`src/rtl/mem_wb_pipe_if.sv`:
```
// MEM->WB bus: MEM-stage results going in, registered WB-stage write-back fields coming out.
interface mem_wb_pipe_if #(
    parameter int XLEN   = 32,
    parameter int REG_AW = 5,
    parameter int CNT_W  = 32
);
    logic              mem_valid;
    logic [XLEN-1:0]   mem_pc_in;
    logic [XLEN-1:0]   mem_dmem_rdata_in;
    logic [XLEN-1:0]   mem_alu_result_in;
    logic [XLEN-1:0]   mem_hi_in;
    logic [XLEN-1:0]   mem_lo_in;
    logic [XLEN-1:0]   mem_cp0_rdata_in;
    logic [2:0]        mem_load_type_in;
    logic              mem_GPR_we_in;
    logic [REG_AW-1:0] mem_GPR_waddr_in;
    logic [2:0]        mem_GPR_wdata_select_in;

    logic              wb_valid;
    logic [XLEN-1:0]   wb_pc;
    logic              wb_GPR_we;
    logic [REG_AW-1:0] wb_GPR_waddr;
    logic [XLEN-1:0]   wb_GPR_wdata;
    logic [CNT_W-1:0]  wb_retire_count;

    modport master (
        output mem_valid, mem_pc_in, mem_dmem_rdata_in, mem_alu_result_in,
               mem_hi_in, mem_lo_in, mem_cp0_rdata_in, mem_load_type_in,
               mem_GPR_we_in, mem_GPR_waddr_in, mem_GPR_wdata_select_in,
        input  wb_valid, wb_pc, wb_GPR_we, wb_GPR_waddr, wb_GPR_wdata, wb_retire_count
    );

    modport slave (
        input  mem_valid, mem_pc_in, mem_dmem_rdata_in, mem_alu_result_in,
               mem_hi_in, mem_lo_in, mem_cp0_rdata_in, mem_load_type_in,
               mem_GPR_we_in, mem_GPR_waddr_in, mem_GPR_wdata_select_in,
        output wb_valid, wb_pc, wb_GPR_we, wb_GPR_waddr, wb_GPR_wdata, wb_retire_count
    );
endinterface

```
`src/rtl/mem_wb_pipe.sv`:
```
// MEM->WB pipeline register: load extraction, write-back source select, stall/flush,
// $0 write suppression and a retired-instruction counter.
module mem_wb_pipe #(
    parameter int XLEN        = 32,
    parameter int REG_AW      = 5,
    parameter int LINK_OFFSET = 8,
    parameter int CNT_W       = 32
) (
    input  logic          clk,
    input  logic          reset,
    input  logic          stall,
    input  logic          flush,
    mem_wb_pipe_if.slave  bus
);

    logic [1:0]      off;
    logic [7:0]      load_byte;
    logic [15:0]     load_half;
    logic [XLEN-1:0] load_data;
    logic [XLEN-1:0] link_data;
    logic [XLEN-1:0] wdata_next;
    logic            we_next;

    assign off = bus.mem_alu_result_in[1:0];

    // Halfword select uses only off[1]; misaligned halfwords are trapped before MEM.
    always_comb begin
        load_byte = bus.mem_dmem_rdata_in[{off, 3'b000} +: 8];
        load_half = bus.mem_dmem_rdata_in[{off[1], 4'b0000} +: 16];
        case (bus.mem_load_type_in)
            3'd1:    load_data = {{(XLEN-8){load_byte[7]}}, load_byte};
            3'd2:    load_data = {{(XLEN-8){1'b0}}, load_byte};
            3'd3:    load_data = {{(XLEN-16){load_half[15]}}, load_half};
            3'd4:    load_data = {{(XLEN-16){1'b0}}, load_half};
            default: load_data = bus.mem_dmem_rdata_in;
        endcase
    end

    assign link_data = bus.mem_pc_in + XLEN'(LINK_OFFSET);

    always_comb begin
        case (bus.mem_GPR_wdata_select_in)
            3'd0:    wdata_next = load_data;
            3'd1:    wdata_next = bus.mem_alu_result_in;
            3'd2:    wdata_next = link_data;
            3'd3:    wdata_next = bus.mem_hi_in;
            3'd4:    wdata_next = bus.mem_lo_in;
            3'd5:    wdata_next = bus.mem_cp0_rdata_in;
            default: wdata_next = '1;
        endcase
    end

    assign we_next = bus.mem_valid & bus.mem_GPR_we_in & (bus.mem_GPR_waddr_in != '0);

    // Priority reset > flush > stall > advance; the counter only moves on a real advance.
    always_ff @(posedge clk) begin
        if (reset) begin
            bus.wb_valid        <= 1'b0;
            bus.wb_pc           <= '0;
            bus.wb_GPR_we       <= 1'b0;
            bus.wb_GPR_waddr    <= '0;
            bus.wb_GPR_wdata    <= '0;
            bus.wb_retire_count <= '0;
        end else if (flush) begin
            bus.wb_valid        <= 1'b0;
            bus.wb_pc           <= '0;
            bus.wb_GPR_we       <= 1'b0;
            bus.wb_GPR_waddr    <= '0;
            bus.wb_GPR_wdata    <= '0;
        end else if (!stall) begin
            bus.wb_valid        <= bus.mem_valid;
            bus.wb_pc           <= bus.mem_pc_in;
            bus.wb_GPR_we       <= we_next;
            bus.wb_GPR_waddr    <= bus.mem_GPR_waddr_in;
            bus.wb_GPR_wdata    <= wdata_next;
            if (bus.mem_valid)
                bus.wb_retire_count <= bus.wb_retire_count + CNT_W'(1);
        end
    end

endmodule

```
`src/flat_wrapper.sv`:
```
// flat-port wrapper written by rule: the top's interface ports become plain ports
module mem_wb_pipe_flat 
#(
    parameter int XLEN        = 32,
    parameter int REG_AW      = 5,
    parameter int LINK_OFFSET = 8,
    parameter int CNT_W       = 32
)
  (clk, reset, stall, flush, bus_mem_valid, bus_mem_pc_in, bus_mem_dmem_rdata_in, bus_mem_alu_result_in, bus_mem_hi_in, bus_mem_lo_in, bus_mem_cp0_rdata_in, bus_mem_load_type_in, bus_mem_GPR_we_in, bus_mem_GPR_waddr_in, bus_mem_GPR_wdata_select_in, bus_wb_valid, bus_wb_pc, bus_wb_GPR_we, bus_wb_GPR_waddr, bus_wb_GPR_wdata, bus_wb_retire_count);
  mem_wb_pipe_if #(.XLEN(XLEN), .REG_AW(REG_AW), .CNT_W(CNT_W)) bus_i ();
  input  logic clk;
  input  logic reset;
  input  logic stall;
  input  logic flush;
  input wire logic [$bits(bus_i.mem_valid)-1:0] bus_mem_valid;
  input wire logic [$bits(bus_i.mem_pc_in)-1:0] bus_mem_pc_in;
  input wire logic [$bits(bus_i.mem_dmem_rdata_in)-1:0] bus_mem_dmem_rdata_in;
  input wire logic [$bits(bus_i.mem_alu_result_in)-1:0] bus_mem_alu_result_in;
  input wire logic [$bits(bus_i.mem_hi_in)-1:0] bus_mem_hi_in;
  input wire logic [$bits(bus_i.mem_lo_in)-1:0] bus_mem_lo_in;
  input wire logic [$bits(bus_i.mem_cp0_rdata_in)-1:0] bus_mem_cp0_rdata_in;
  input wire logic [$bits(bus_i.mem_load_type_in)-1:0] bus_mem_load_type_in;
  input wire logic [$bits(bus_i.mem_GPR_we_in)-1:0] bus_mem_GPR_we_in;
  input wire logic [$bits(bus_i.mem_GPR_waddr_in)-1:0] bus_mem_GPR_waddr_in;
  input wire logic [$bits(bus_i.mem_GPR_wdata_select_in)-1:0] bus_mem_GPR_wdata_select_in;
  output wire logic [$bits(bus_i.wb_valid)-1:0] bus_wb_valid;
  output wire logic [$bits(bus_i.wb_pc)-1:0] bus_wb_pc;
  output wire logic [$bits(bus_i.wb_GPR_we)-1:0] bus_wb_GPR_we;
  output wire logic [$bits(bus_i.wb_GPR_waddr)-1:0] bus_wb_GPR_waddr;
  output wire logic [$bits(bus_i.wb_GPR_wdata)-1:0] bus_wb_GPR_wdata;
  output wire logic [$bits(bus_i.wb_retire_count)-1:0] bus_wb_retire_count;
  assign bus_i.mem_valid = bus_mem_valid;
  assign bus_i.mem_pc_in = bus_mem_pc_in;
  assign bus_i.mem_dmem_rdata_in = bus_mem_dmem_rdata_in;
  assign bus_i.mem_alu_result_in = bus_mem_alu_result_in;
  assign bus_i.mem_hi_in = bus_mem_hi_in;
  assign bus_i.mem_lo_in = bus_mem_lo_in;
  assign bus_i.mem_cp0_rdata_in = bus_mem_cp0_rdata_in;
  assign bus_i.mem_load_type_in = bus_mem_load_type_in;
  assign bus_i.mem_GPR_we_in = bus_mem_GPR_we_in;
  assign bus_i.mem_GPR_waddr_in = bus_mem_GPR_waddr_in;
  assign bus_i.mem_GPR_wdata_select_in = bus_mem_GPR_wdata_select_in;
  assign bus_wb_valid = bus_i.wb_valid;
  assign bus_wb_pc = bus_i.wb_pc;
  assign bus_wb_GPR_we = bus_i.wb_GPR_we;
  assign bus_wb_GPR_waddr = bus_i.wb_GPR_waddr;
  assign bus_wb_GPR_wdata = bus_i.wb_GPR_wdata;
  assign bus_wb_retire_count = bus_i.wb_retire_count;
  mem_wb_pipe #(.XLEN(XLEN), .REG_AW(REG_AW), .LINK_OFFSET(LINK_OFFSET), .CNT_W(CNT_W)) u_core (.clk(clk), .reset(reset), .stall(stall), .flush(flush), .bus(bus_i));
endmodule
```
`config.mk`:
```
export PLATFORM = sky130hd
export DESIGN_NAME = mem_wb_pipe_flat
export DESIGN_NICKNAME = d
export VERILOG_FILES = /design/src/rtl/mem_wb_pipe_if.sv /design/src/rtl/mem_wb_pipe.sv /design/src/flat_wrapper.sv
export SDC_FILE = /design/constraint.sdc
export NUM_CORES = 1
export LEC_CHECK = 0
export CAP_MARGIN = 5
export CORE_UTILIZATION = 31
export CTS_CLUSTER_SIZE = 40
export DETAILED_ROUTE_END_ITERATION = 10
export GPL_ROUTABILITY_DRIVEN = 1
export PLACE_DENSITY = 0.76
export SYNTH_ARGS = -nofsm -noshare
export SYNTH_HDL_FRONTEND = slang
export SYNTH_SLANG_ARGS = --single-unit
```
`constraint.sdc`:
```
create_clock -name clk -period 3.82 [get_ports clk]
set_clock_uncertainty 0.15 [all_clocks]
set_input_delay 0.573 -clock clk [delete_from_list [all_inputs] [get_ports clk]]
set_output_delay 0.573 -clock clk [all_outputs]
set_load 0.05 [all_outputs]
```
# == Word-level counts from Yosys, hierarchy flattened ==
# Cells that the tools add are included.
# classes
shift,2
bitwise,4
n_eq_ne,9
n_mux,2
addsub,2
reduce_logical,4
# op_table
cell,n
32-bit one-hot mux with 6 select lines,1
32-bit one-hot mux with 4 select lines,1
32-bit by 1-bit adder with 32-bit output (second input constant),1
32-bit by 4-bit adder with 32-bit output (second input constant),1
32-bit by 6-bit indexed part select with 16-bit output,1
32-bit by 6-bit indexed part select with 8-bit output,1
3-bit by 2-bit equality test with 1-bit output (second input constant),4
3-bit equality test (second input constant),3
3-bit by 1-bit equality test with 1-bit output (second input constant),2
5-bit nonzero test,1
3-bit logical NOT,1
3-bit AND reduction,1
1-bit bitwise AND,2
1-bit NOT,2
2-bit OR reduction,1
# totals
word_cells,29
inputBits,209
output_inout_bits,103
ff_bits,103

# == Longest topological paths before layout ==
# Gate-level depths: netlist (run 1).
# logic_depth
ltp_word,3
ltp_mapped,8
mapped_depth_nobuf,6

# == Worst setup path before layout (run 1) ==
# OpenSTA, ideal clock, no wires.
# synth_timing
path_type,register -> register
startpoint,register u_core.bus.wb_retire_count[2]
endpoint,register u_core.bus.wb_retire_count[31]
path_stages_with_launch,8
t_arrival_ps,2288
synth_period_minus_slack_ps,2509
path_buffers,2
path_slack_ps,1311
required_ps,3600
setup_time_ps,70
cell_sequence,dfxtp_1 -> and2_0 -> clkbuf_1 -> nand4_1 -> or4_1 -> clkbuf_1 -> or3_1 -> a21oi_1
# synth_via
elab_chain_len,1
# synth_lines
element,line,source
start: declaration,mem_wb_pipe_if.sv:37,"output wb_valid, wb_pc, wb_GPR_we, wb_GPR_waddr, wb_GPR_wdata, wb_retire_count"
start signal: assignment,mem_wb_pipe.sv:77,bus.wb_retire_count <= bus.wb_retire_count + CNT_W'(1);
32-bit by 1-bit adder with 32-bit output,mem_wb_pipe.sv:77,
# Every way passes these cells.
# A chain may end at the register's enable or synchronous reset.

# == Worst setup path after layout (run 1) ==
# layout_timing
startpoint,input bus_mem_pc_in[11]
endpoint,register u_core.bus.wb_GPR_wdata[28]
# layout_via
elab_chain_len,2
# layout_lines
element,line,source
start: declaration,flat_wrapper.sv:16,input wire logic [$bits(bus_i.mem_pc_in)-1:0] bus_mem_pc_in;
32-bit by 4-bit adder with 32-bit output,mem_wb_pipe.sv:39,assign link_data = bus.mem_pc_in + XLEN'(LINK_OFFSET);
32-bit one-hot mux with 6 select lines,mem_wb_pipe.sv:42,case (bus.mem_GPR_wdata_select_in)
end signal: assignment,mem_wb_pipe.sv:75,bus.wb_GPR_wdata <= wdata_next;
end: declaration,mem_wb_pipe_if.sv:37,
# Every way passes these cells.

==> impl_results.md, run 1 <==
- Worst path cell trace: clkdlybuf4s50_1, nand4_2, or4_1, or4_1, a21oi_1, o221a_1
- Hold buffer count at cts: 0
- VDD IR max: 0.2422 mV
- Die X-Extent: 146.4 um
- Final hold slack: 344.1 ps
- DR vias: 7506
- Critical Path RT: 3970 ps
- Worst-Skew Late Latency: 360 ps
- Max FO, Critical Path: 13
- Leak pwr: 3.604 nW
- Post-route ant nets: 0
- Layout area overhead: 57.60%
- Starting Density: 31.82%
- Vias per Instance: 5.491
- Synth warn: 0
- RePlAce Congestion: 0.9523
- Top cell type's share of synthesized area: 31.92%
- Post-route cell area: 10180 sq um
- Number of global-route vias before repair: 7247
- Worst-path clk slew: 80 ps
- Setup Buffers After CTS: 0
- Post-synth top area cell: dfxtp_1
- Num Clock Sinks: 103
- Hold/Removal Path Class: flip-flop to flip-flop
- Num CTS Buffers: 9
- Final setup viols: 0
- Final WL: 27340 um
- Worst setup path category: primary input to flip-flop
- CTS tree: yes
- FMAX: 0.3402 GHz
- Total grt overflow: 0
- Slew Viols, Final: 0
- Most frequent cells in the layout: clkdlybuf4s50_1, dfxtp_1, nor2_1
- Slowest cell on crit path: or4_1
- Library cells used by synthesis: 63
- Slew margin rel.: 45.03%
- Diodes inserted: 0
- CP Launch Type: primary input
- CP endpoint kind: flip-flop
- PwrDens: 280.6 nW/um^2
- Most used cell along the critical path: or4_1
- Sequential area share after synthesis: 31.92%
- First-pass GRT wire length: 41740 um
- Core Rows: 52
- Maxcap violations: 0
- Detailed placement HPWL: 21490 um
- Number of synthesized flops with an enable pin: 0
- Floorplan core area: 20300 sq um
- Tmin final: 2939 ps
- Synthesized Nets: 1017
- # H-tree levels: 3
- # IOs: 312
- Fin Setup TNS: 0 ps
- Overall global routing resource usage: 25.09%
- CP startpoint: bus_mem_pc_in[11]
- Initial drt markers: 461
- Post-cts repair resize count: 0
- Top FF cell, synth: dfxtp_1
- Dpl cell area: 9882 sq um
- Die Span Y: 146.4 um
- Status: completed
- Least-Margin Pin Slew: 824.5 ps
- DIE AREA: 21420 sq um
- Leading cell type in the layout, fill and taps excluded: clkdlybuf4s50_1
- Pre-antenna DRT Iters: 5
- Flops & latches, synth: 103
- Initial antenna violation count: 0
- Slowest stage delay, CP: 770 ps
- Synth Area per Inst: 8.015 sq um
- CTS Buffer Depth: 2
- Cells after Synth: 806
- Synth area leaders: dfxtp_1, mux2i_1, nor2_1, o21ai_0, a21oi_1
- Largest net degree at the start of global routing: 40
- Final worst-path cycle share: 76.94%
- Crit path DAT: 3090 ps
- Endpoints failing hold: 0
- Mapped Area: 6460 sq um
- Hold path start: u_core.bus.wb_GPR_we
- Async SR Flop Fraction: 0%
- Drt drc: 0
- IO buf count: 311
- Layout cells sized above 1: 7.657%
- RSZ-0062 raised after global routing: no
- Clock Root Buffer: clkbuf_16
- DR WL/cell: 20.00 um
- R2R Path Start: u_core.bus.wb_retire_count[9]
- Final #Nets: 1303
-- cells by family after synthesis --
group                      Yosys count  synth area share, %
AOI/OAI and AO/OA                  250                26.38
buffers and inverters               79                4.648
muxes                               73                11.76
and+or+nand+nor                    266                20.41
xor gates and xnor gates            32                4.339
adders and majority gates            3               0.5423
DFF                                103                31.92
-- Yosys cell counts (14+ instances only) --
master / n
dfxtp_1: 103
nor2_1: 102
mux2i_1: 59
o21ai_0: 57
a21oi_1: 54
clkbuf_1: 52
nand2_1: 43
a22oi_1: 23
nand3_1: 22
o221ai_1: 21
nor4_1: 20
xnor2_1: 19
inv_1: 15
a31oi_1: 14
-- report_power, final --
group	switching [mW]	internal, mW
sequential	0.0171	1.10
clock	0.470	0.464
combinational	0.422	0.382
-- cell type report --
type,count,area [sq um]
Clock buffer,9,225.2
Fill cell,1953,10120
Multi-Input combinational cell,624,4108
Clock inverter,7,73.82
Sequential cell,103,2062
Tap cell,270,337.8
Timing Repair Buffer,339,3318
Inverter,15,56.30
-- per-stage QoR --
| stage | worst slack, ps | utilization (%) | power, mW | cells |
|---|---|---|---|---|
| after detailed placement | 536.9 | 48.68 | 1.939 | 1351 |
| after floorplan | 1311 | - | 1.524 | 806 |
| after CTS | 910.6 | 50.15 | 2.885 | 1367 |
| after global routing | 734.5 | 50.15 | 2.980 | 1367 |
| final | 880.8 | 50.15 | 2.857 | 1367 |
| after global placement | 587.3 | 48.68 | 1.935 | 1351 |
-- final timing paths --
check                           cells after the start                             end  slack [ps]
worst min-delay path                                2            u_core.bus.wb_GPR_we         340
worst max register to register                      5  u_core.bus.wb_retire_count[31]        1260
worst min register to register                      2            u_core.bus.wb_GPR_we         340
worst max-delay path                                6     u_core.bus.wb_GPR_wdata[28]         880
-- critical path: cells and delay by family --
family / cells / cell delay [ps]
AO/OA/AOI/OAI: 2 / 360
buffers and inverters: 1 / 600
AND/OR/NAND/NOR: 3 / 1550
-- state kept, by name, indices dropped and copies added (netlist names) --
| signal | cells |
|---|---|
| u_core.bus.wb_retire_count | 32 |
| u_core.bus.wb_valid | 1 |
| u_core.bus.wb_GPR_we | 1 |
| u_core.bus.wb_GPR_waddr | 5 |
| u_core.bus.wb_GPR_wdata | 32 |
| u_core.bus.wb_pc | 32 |
-- routing by layer --
layer / share of wire [%] / track usage [%]
met5: 0 / 0
met4: 3.0 / 8.281
met3: 8.7 / 6.969
met2: 46 / 40.81
met1: 42 / 31.88
(Power assumes the default switching activity.)
==> inputs of run 2 (changes only) <==
==> constraint.sdc (replaced) <==
create_clock -name clk -period 2.8 [get_ports clk]
set_clock_uncertainty 0.15 [all_clocks]
set_input_delay 0.42 -clock clk [delete_from_list [all_inputs] [get_ports clk]]
set_output_delay 0.42 -clock clk [all_outputs]
set_load 0.05 [all_outputs]
==> run 2 against run 1 <==
Effect of this change: utilization is 1.6 points higher; via count up 2.0%; largest power group unchanged; setup slack worse by 580 ps; combinational power grew 42%; clock-buffer cell count unchanged; flip-flop and latch count unchanged; die area unchanged.
==> impl_results.md, run 2 (same netlist as run 1, synthesis figures left out) <==
- First-pass GRT wire length: 42650 um
- RePlAce Congestion: 0.9276
- Crit path DAT: 2640 ps
- Status: completed
- Worst setup path category: primary input to flip-flop
- Detailed placement HPWL: 22250 um
- RR Endpoint: u_core.bus.wb_retire_count[31]
- Pre-antenna DRT Iters: 5
- Largest regs: u_core.bus.wb_GPR_wdata (32), u_core.bus.wb_pc (32), u_core.bus.wb_retire_count (32)
- Floorplan core area: 20300 sq um
- Setup Buffers After CTS: 0
- # IOs: 312
- Hold EP: u_core.bus.wb_GPR_we
- Total Power: 3.969 mW
- Number of global-route vias before repair: 7545
- Num CTS Buffers: 9
- Largest net degree at the start of global routing: 40
- Least-Margin Pin Slew: 821.0 ps
- Layout cells sized above 1: 10.75%
- Slew margin rel.: 45.27%
- Initial antenna violation count: 1
- VDD IR max: 0.3200 mV
- Layout area overhead: 62.75%
- Final setup viols: 0
- Starting Density: 31.82%
- R2R Path Start: u_core.bus.wb_retire_count[5]
- RSZ-0062 raised after global routing: no
- DR WL/cell: 19.92 um
- # H-tree levels: 3
- Drt drc: 0
- Register-to-Register Path Depth: 5
- PwrDens: 377.5 nW/um^2
- Die X-Extent: 146.4 um
- Worst-Skew Late Latency: 360 ps
- Total grt overflow: 0
- Leading cell type in the layout, fill and taps excluded: clkdlybuf4s50_1
- Max FO, Critical Path: 6
- IO buf count: 311
- Leak pwr: 3.801 nW
- DIE AREA: 21420 sq um
- Critical Path RT: 2950 ps
- Final worst-path cycle share: 89.08%
- Worst-path clk slew: 80 ps
- Post-route cell area: 10510 sq um
- DR vias: 7659
- Hold path start: u_core.bus.wb_GPR_we
- CTS Buffer Depth: 2
- Core Rows: 52
- Initial drt markers: 456
- Clock Root Buffer: clkbuf_16
- Post-cts repair resize count: 0
- Most frequent cells in the layout: clkdlybuf4s50_1, dfxtp_1, nor2_1
- Vias per Instance: 5.447
- Die Span Y: 146.4 um
- Final #Nets: 1341
- Hold/Removal Path Class: flip-flop to flip-flop
- Dpl cell area: 10200 sq um
- Hold buffer count at cts: 0
- Filler cells: 1965
- Cells on Worst Hold Path: 2
- CP Launch Type: primary input
- CTS tree: yes
- CP endpoint kind: flip-flop
- Post-route ant nets: 0
- Final WL: 28010 um
- Slew Viols, Final: 0
- Overall global routing resource usage: 25.62%
- Maxcap violations: 0
- FMAX: 0.4009 GHz
- Num Clock Sinks: 103
- Endpoints failing hold: 0
- Reg-to-reg setup timing slack: 420 ps
- Tmin final: 2494 ps
## run 2: area by class of cell
type	instances	area [sq um]	area share, %
Multi-Input combinational cell	624	4108	39.07
Timing Repair Buffer	377	3641	34.63
Sequential cell	103	2062	19.61
Tap cell	270	337.8	3.213
Clock buffer	9	225.2	2.142
Clock inverter	7	81.33	0.7735
Inverter	15	56.30	0.5355
Antenna cell	1	2.502	0.02380
## run 2: worst max-delay path, stage by stage
cell and delay (ps):
clkdlybuf4s50_1 500, nand4_2 170, or4_1 670, or4_1 540, a21oi_1 150, o221a_1 180
## run 2: report_power, final
| part | internal, mW | switching (mW) | total (mW) |
|---|---|---|---|
| combinational | 0.554 | 0.582 | 1.14 |
| clock | 0.641 | 0.664 | 1.31 |
| sequential | 1.51 | 0.0230 | 1.53 |
## run 2: layer usage
| metal | GRT usage (%) | routed length, um |
|---|---|---|
| met1 | 31.95 | 11580 |
| met4 | 7.708 | 822 |
| met2 | 43.88 | 13410 |
| met3 | 5.625 | 2193 |
| met5 | 0 | 0 |
## run 2: per-stage QoR
stage | util, % | TNS, ps | cells | hold WS, ps | setup WS [ps]
floorplan | - | 0 | 806 | 413.9 | 291.2
global placement | 50.27 | -48.60 | 1389 | 298.8 | -25.88
detailed placement | 50.27 | -94.64 | 1389 | 328.8 | -37.75
CTS | 51.78 | 0 | 1405 | 340.0 | 326.4
global route | 51.79 | 0 | 1406 | 356.3 | 216.6
finish | 51.79 | 0 | 1406 | 332.3 | 305.6
## run 2: worst max path at each step
stage,startpoint,end,cells after the start
after floorplan,u_core.bus.wb_retire_count[2],u_core.bus.wb_retire_count[31],7
after global placement,bus_mem_pc_in[14],u_core.bus.wb_GPR_wdata[30],6
after detailed placement,bus_mem_pc_in[12],u_core.bus.wb_GPR_wdata[30],6
after CTS,bus_mem_pc_in[12],u_core.bus.wb_GPR_wdata[30],6
after global routing,u_core.bus.wb_retire_count[5],u_core.bus.wb_retire_count[31],5
final,bus_mem_pc_in[12],u_core.bus.wb_GPR_wdata[28],6
==> inputs of run 3 (changes only) <==
==> constraint.sdc (replaced) <==
create_clock -name clk -period 3.2 [get_ports clk]
set_clock_uncertainty 0.15 [all_clocks]
set_input_delay 0.48 -clock clk [delete_from_list [all_inputs] [get_ports clk]]
set_output_delay 0.48 -clock clk [all_outputs]
set_load 0.05 [all_outputs]
==> run 3 against run 2 <==
Effect of this change: worst hold slack worse by 11 ps; sequential share of layout area is 0.46 points higher; sequential power is 12% lower.
==> impl_results.md, run 3 (same netlist as run 1, synthesis figures left out) <==
- Status: completed
- Max FO, Critical Path: 19
- Fin Setup TNS: 0 ps
- RePlAce Congestion: 0.9418
- Area occupied by multi-input gates: 4108 sq um
- Floorplan core area: 20300 sq um
- # IOs: 312
- Overall global routing resource usage: 25.07%
- Post-cts repair resize count: 0
- Slowest cell on crit path: nor2_1
- Core Rows: 52
- DR vias: 7516
- Hold buffer count at cts: 0
- Tmin final: 2678 ps
- Initial drt markers: 488
- Die X-Extent: 146.4 um
- Worst setup path category: primary input to flip-flop
- Worst-Skew Late Latency: 360 ps
- Post-route ant nets: 0
- Die Span Y: 146.4 um
- CTS tree: yes
- Drt drc: 0
- # H-tree levels: 3
- Critical Path RT: 3320 ps
- RSZ-0062 raised after global routing: no
- Slew Viols, Final: 0
- Dpl cell area: 9960 sq um
- Number of global-route vias before repair: 7357
- CP endpoint kind: flip-flop
- Largest net degree at the start of global routing: 40
- Reg-to-reg setup timing slack: 620 ps
- DIE AREA: 21420 sq um
- Leading cell type in the layout, fill and taps excluded: clkdlybuf4s50_1
- FF+latch area: 2062 sq um
- Leak pwr: 3.649 nW
- Final worst-path cycle share: 83.69%
- Final #Nets: 1310
- Crit path DAT: 2800 ps
- Final WL: 27430 um
- VDD IR max: 0.3004 mV
- CTS Buffer Depth: 2
- Most frequent cells in the layout: clkdlybuf4s50_1, dfxtp_1, nor2_1
- Layout cells sized above 1: 8.243%
- CP Launch Type: primary input
- Worst path cell trace: clkdlybuf4s50_1, nand2b_1, nor2_1, o21ai_0, a41oi_1
- IO buf count: 311
- Pre-antenna DRT Iters: 5
- Num Clock Sinks: 103
- Hold/Removal Path Class: flip-flop to flip-flop
- Top delay family on crit path: simple AND/OR/NAND/NOR gates
- Filler cells: 1917
- Endpoints failing hold: 0
- Setup Buffers After CTS: 0
- Starting Density: 31.82%
- Detailed placement HPWL: 21670 um
- Final setup viols: 0
- FMAX: 0.3734 GHz
- DR WL/cell: 19.96 um
- Initial antenna violation count: 0
- Num CTS Buffers: 9
- WP buf/inv: 1
- Maxcap violations: 0
- Largest regs: u_core.bus.wb_GPR_wdata (32), u_core.bus.wb_pc (32), u_core.bus.wb_retire_count (32)
- Least-Margin Pin Slew: 1196 ps
- PwrDens: 336.5 nW/um^2
- Diodes inserted: 0
- Post-route cell area: 10270 sq um
- Layout area overhead: 59.00%
- Slowest stage delay, CP: 910 ps
- Worst-path clk slew: 80 ps
- Slew margin rel.: 19.97%
- First-pass GRT wire length: 41840 um
- Vias per Instance: 5.470
- Total grt overflow: 0
- Clock Root Buffer: clkbuf_16
run 3: cell count changes in the layout (fill, tap and decap cells not counted):
cell	delta
buf_4	-30
clkinv_8	+1
diode_2	-1
buf_12	-1
inv_8	-1
run 3: final cells by class:
| class | instances | share of cell area (%) |
|---|---|---|
| clock buffers | 9 | 2.193 |
| clock inverters | 7 | 0.8405 |
| inverters | 15 | 0.5482 |
| multi-input cells | 624 | 39.99 |
| flip-flops and latches | 103 | 20.08 |
| well taps | 270 | 3.289 |
| repair buffers | 346 | 33.06 |
run 3: stage by stage:
step           setup slack, ps  hold WS (ps)  total power [mW]  std cells  util [%]
2_1_floorplan            691.2         473.9             1.819        806         -
3_3_place_gp             236.7         300.4             2.323       1358     49.06
3_5_place_dp             187.2         308.1             2.326       1358     49.06
4_1_cts                  556.6         319.7             3.494       1374     50.60
5_1_grt                  389.4         346.0             3.598       1374     50.60
6_report                 521.9         321.0             3.456       1374     50.60
run 3: worst paths after layout:
check                                                    start                             end  cells past startpoint
worst max register to register   u_core.bus.wb_retire_count[8]  u_core.bus.wb_retire_count[31]                      5
worst min register to register            u_core.bus.wb_GPR_we            u_core.bus.wb_GPR_we                      2
worst max-delay path            bus_mem_GPR_wdata_select_in[1]     u_core.bus.wb_GPR_wdata[20]                      5
worst min-delay path                      u_core.bus.wb_GPR_we            u_core.bus.wb_GPR_we                      2
run 3: worst min-delay path: cells and delay by family (launching register included):
kind               cells  cell delay [ps]
AOI/OAI and AO/OA      1               50
DFF                    1              310
and+or+nand+nor        1               60
run 3: routing by layer:
metal	global-route usage [%]	part of all wire, %
met3	6.281	7.7
met2	42.33	47
met1	31.28	43
met5	0	0
met4	7.552	2.5
run 3: power by group:
group	internal, mW	total, mW	switching [mW]
Combinational	0.464	0.970	0.506
Clock	0.562	1.15	0.587
Sequential	1.32	1.34	0.0196
